===== config.mk =====
export PLATFORM = sky130hd
export DESIGN_NAME = nark_dmem_arbiter
export DESIGN_NICKNAME = d
export VERILOG_FILES = /design/src/rtl/nark_dmem_arbiter.sv
export SDC_FILE = /design/constraint.sdc
export NUM_CORES = 1
export LEC_CHECK = 0
export ABC_CLOCK_PERIOD_IN_PS = 1800
export CAP_MARGIN = 20
export CORE_ASPECT_RATIO = 0.6
export CORE_MARGIN = 10
export CORE_UTILIZATION = 30
export DETAILED_ROUTE_END_ITERATION = 10
export PLACE_DENSITY = 0.78
export SLEW_MARGIN = 20
export SYNTH_ARGS = -nofsm -noshare
export SYNTH_HDL_FRONTEND = slang
export SYNTH_SLANG_ARGS = --single-unit

===== constraint.sdc =====
create_clock -name CLK -period 1.8 [get_ports CLK]
set_clock_uncertainty 0.1 [all_clocks]
set_input_delay 0.27 -clock CLK [delete_from_list [all_inputs] [get_ports CLK]]
set_output_delay 0.27 -clock CLK [all_outputs]
set_load 0.02 [all_outputs]

===== src/rtl/nark_dmem_arbiter.sv =====
// Arbitrates the NARK kernel data memory between the pipeline M-stage (P) and the loader (L).
// P has fixed priority. L is forced through after STARVE_LIMIT consecutive denied cycles.
module nark_dmem_arbiter #(
    parameter int BITS         = 24,
    parameter int STARVE_LIMIT = 4
) (
    input  logic            CLK,
    input  logic            RST,
    input  logic            P_Req,
    input  logic            P_WE,
    input  logic [BITS-1:0] P_Addr,
    input  logic [BITS-1:0] P_WData,
    output logic            P_Gnt,
    output logic            P_Stall,
    output logic            P_RValid,
    output logic [BITS-1:0] P_RData,
    input  logic            L_Req,
    input  logic            L_WE,
    input  logic [BITS-1:0] L_Addr,
    input  logic [BITS-1:0] L_WData,
    output logic            L_Gnt,
    output logic            L_RValid,
    output logic [BITS-1:0] L_RData,
    output logic [BITS-1:0] MemAddr,
    output logic            MemWE,
    output logic [BITS-1:0] MemWData,
    input  logic [BITS-1:0] MemRData
);

    localparam logic [3:0] LIMIT = 4'(STARVE_LIMIT);

    logic [3:0]      starve_cnt_q, starve_cnt_d;
    logic            force_l;
    logic            p_rvalid_q, p_rvalid_d;
    logic            l_rvalid_q, l_rvalid_d;
    logic [BITS-1:0] p_rdata_q, p_rdata_d;
    logic [BITS-1:0] l_rdata_q, l_rdata_d;

    assign force_l = L_Req & (starve_cnt_q == LIMIT);
    assign L_Gnt   = L_Req & (~P_Req | force_l);
    assign P_Gnt   = P_Req & ~L_Gnt;
    assign P_Stall = P_Req & ~P_Gnt;

    always_comb begin
        MemAddr  = P_Addr;
        MemWE    = 1'b0;
        MemWData = '0;
        if (L_Gnt) begin
            MemAddr  = L_Addr;
            MemWE    = L_WE;
            MemWData = L_WData;
        end else if (P_Gnt) begin
            MemAddr  = P_Addr;
            MemWE    = P_WE;
            MemWData = P_WData;
        end
        // Never let a write reach the memory while the arbiter is held in reset.
        if (RST) MemWE = 1'b0;
    end

    always_comb begin
        starve_cnt_d = starve_cnt_q;
        if (L_Gnt || !L_Req) begin
            starve_cnt_d = '0;
        end else if (starve_cnt_q != LIMIT) begin
            starve_cnt_d = starve_cnt_q + 4'd1;
        end

        p_rvalid_d = P_Gnt & ~P_WE;
        l_rvalid_d = L_Gnt & ~L_WE;
        p_rdata_d  = p_rvalid_d ? MemRData : p_rdata_q;
        l_rdata_d  = l_rvalid_d ? MemRData : l_rdata_q;
    end

    always_ff @(posedge CLK) begin
        if (RST) begin
            starve_cnt_q <= '0;
            p_rvalid_q   <= 1'b0;
            l_rvalid_q   <= 1'b0;
            p_rdata_q    <= '0;
            l_rdata_q    <= '0;
        end else begin
            starve_cnt_q <= starve_cnt_d;
            p_rvalid_q   <= p_rvalid_d;
            l_rvalid_q   <= l_rvalid_d;
            p_rdata_q    <= p_rdata_d;
            l_rdata_q    <= l_rdata_d;
        end
    end

    assign P_RValid = p_rvalid_q;
    assign P_RData  = p_rdata_q;
    assign L_RValid = l_rvalid_q;
    assign L_RData  = l_rdata_q;

endmodule


==> flow_summary.toml <==
[critical_path]
worstPathRequired_ns = 1.43
worstPathArrival_ns = 1.83
cp-start-kind = "flip-flop"
critPathCaptureType = "output port"
cp_max_fo = 6
crit_type = "reg -> out"

[clock_network]
cts_sinks = 54
insertion_delay_ns = 0.29
clkTransAtPathRegs_ns = 0.07
root_buffer = "clkbuf_16"
cts_buffers = 5
htreeDepth = 2
cts_hold_buffers = 0
cts_buffer_depth = 2
cts_tree = "done"

[cells_and_area]
drive_gt1_share_pct = 28.9
fillers = 772
fin_util_pct = 65.9
diodes = 0
layout.nets = 733
syn_to_final_growth_pct = 116
final_cell_mix = "clkdlybuf4s50_1 (172), dfxtp_1 (52), nand2b_1 (49), buf_6 (48), nand3_1 (39)"
final_common_cell = "clkdlybuf4s50_1"

[global_route]
antenna_found_initial = 0
grt_max_degree = 77
grt_pass1_wl_um = 21900
grt_overflow = 0
grt.total_usage_pct = 18.9
grt_pass1_vias = 3625

[yosys]
syn_area_um2 = 2970
synth.distinct_cells = 28
synth-main-ff-cell = "dfxtp_1"
synth_edf_count = 0
yosysWarningCount = 0
ys_ff_latch = 54
seq_area_frac_synth_pct = 36.4
avgSynthCellArea_um2 = 8.20
synthCells = 362
synth_nets = 490
async_reset_ff_share_pct = 0

[power]
p_total_mw = 3.54
p_per_area_nw_per_um2 = 552
vdd_ir_drop_max_mv = 0.416
static-leakage-power_nw = 2.50

[route]
vias = 3598
wl_per_cell_um = 20.0
drt_iter0_drc = 168
via_per_inst = 4.86
drc = 0
dr.pass1.iters = 4
finalWirelength_um = 14800
ant_nets = 0

[floorplanning]
coreArea_um2 = 9740
io-pin-count = 228
die_x_um = 148
num_rows = 28
die_h_um = 97.0
dieArea_um2 = 14400
initial_utilization_pct = 30.5

[min_path]
hold_class = "reg -> reg"

[sta]
hold_violations = 0
timing.fmax_mhz = 455
fin_crit_sh_pct = 122
hold-worst-slack_ns = 0.375
slew_headroom_pct = 59.3
rsz0062_at_grt = "yes"
min_period_ns = 2.20
final.setup.worst_slack_ns = -0.396
worstMarginPinSlew_ns = 0.610
setup_violations = 77
slew_viol_final = 0

[place]
post-dp-hpwl_um = 10800
io_buffers = 227
place_congestion = 0.845

[run_status]
status = "finished, violations left"
violations = "negative setup slack"

[flow_run]
maxCapViolCount = 0
[flip-flops by register name, summed over array words and instances (netlist names)]
register and count:
L_RData 24, L_RValid 1, P_RData 24, P_RValid 1, starve_cnt_q 4
[per-layer routing]
layer | global-route usage (%) | vias up | routed length, µm
met2 | 34.0 | 141 | 7670
met3 | 5.35 | 2 | 897
li1 | - | 1735 | -
met1 | 22.2 | 1720 | 6190
met5 | 0 | - | 0
met4 | 2.50 | 0 | 41
[report_power, final]
group | total, mW | switching, mW | internal (mW)
Sequential | 1.26 | 0.0237 | 1.24
Combinational | 1.27 | 0.551 | 0.716
Clock | 1.01 | 0.453 | 0.560
[stage by stage]
step | area [µm²] | setup slack [ns] | setup TNS (ns) | cells
final | 6420 | -0.396 | -18.28 | 741
after global routing | 6420 | -0.466 | -24.75 | 741
after CTS | 6230 | -0.454 | -16.93 | 736
after detailed placement | 5820 | -0.767 | -43.74 | 716
after global placement | 5820 | -0.712 | -39.95 | 716
after floorplan | 3340 | -0.00810 | -0.150 | 362
[kinds of logic after synthesis]
family | after synthesis | synth area share [%]
AO/OA/AOI/OAI | 76 | 13.5
buffers and inverters | 38 | 5.86
flip-flops | 54 | 36.4
multiplexers | 49 | 17.5
adder cells (fa/ha/maj) | 2 | 0.843
AND/OR/NAND/NOR | 143 | 25.8
[cell type report]
class	instances	area (µm²)	share of cell area [%]
clock buffers	6	139	2.16
clock inverters	2	16.3	0.253
inverters	4	15.0	0.234
multi-input cells	270	2180	33.9
flip-flops and latches	54	1080	16.9
well taps	135	169	2.63
repair buffers	270	2820	44.0
[Yosys cell counts (2+ instances only)]
master | n | area share (%)
buf_2 | 7 | 1.2
nor3_1 | 3 | 0.51
buf_1 | 2 | 0.25
and2_1 | 2 | 0.42
o21ai_0 | 20 | 3.4
ha_1 | 2 | 0.84
nor2b_1 | 2 | 0.42
nand2b_1 | 49 | 10
nand4b_1 | 2 | 0.59
nand3_1 | 49 | 8.3
buf_4 | 2 | 0.51
dfxtp_1 | 54 | 36
mux2_1 | 24 | 9.1
a21oi_1 | 25 | 4.2
nor2_1 | 5 | 0.63
buf_6 | 2 | 0.76
nand2_1 | 27 | 3.4
o21ai_1 | 28 | 4.7
clkbuf_1 | 21 | 2.7
mux2i_1 | 25 | 8.4
inv_1 | 4 | 0.51
[critical path, stage by stage (launching register included)]
cell      delay [ns]
dfxtp_2         0.33
inv_2           0.06
ha_4            0.16
nand3b_4        0.09
a21oi_4         0.20
buf_6           0.14
buf_16          0.12
mux2_4          0.30
buf_6           0.13
[final timing paths]
| kind | from | to | slack [ns] | depth (start not counted) |
|---|---|---|---|---|
| min | L_RData[10] | L_RData[10] | 0.37 | 2 |
| min reg2reg | L_RData[10] | L_RData[10] | 0.37 | 2 |
| max reg2reg | starve_cnt_q[0] | L_RData[15] | -0.16 | 8 |
| max | starve_cnt_q[0] | MemAddr[22] | -0.40 | 8 |
[timing repair]
action,4_1_cts,5_1_grt
resized for setup,298,49
pin swaps,8,4
endpoints found under the setup margin,53,69
gates cloned,5,2
setup buffers,7,6
No activity file was read; power rests on OpenSTA's default activity.
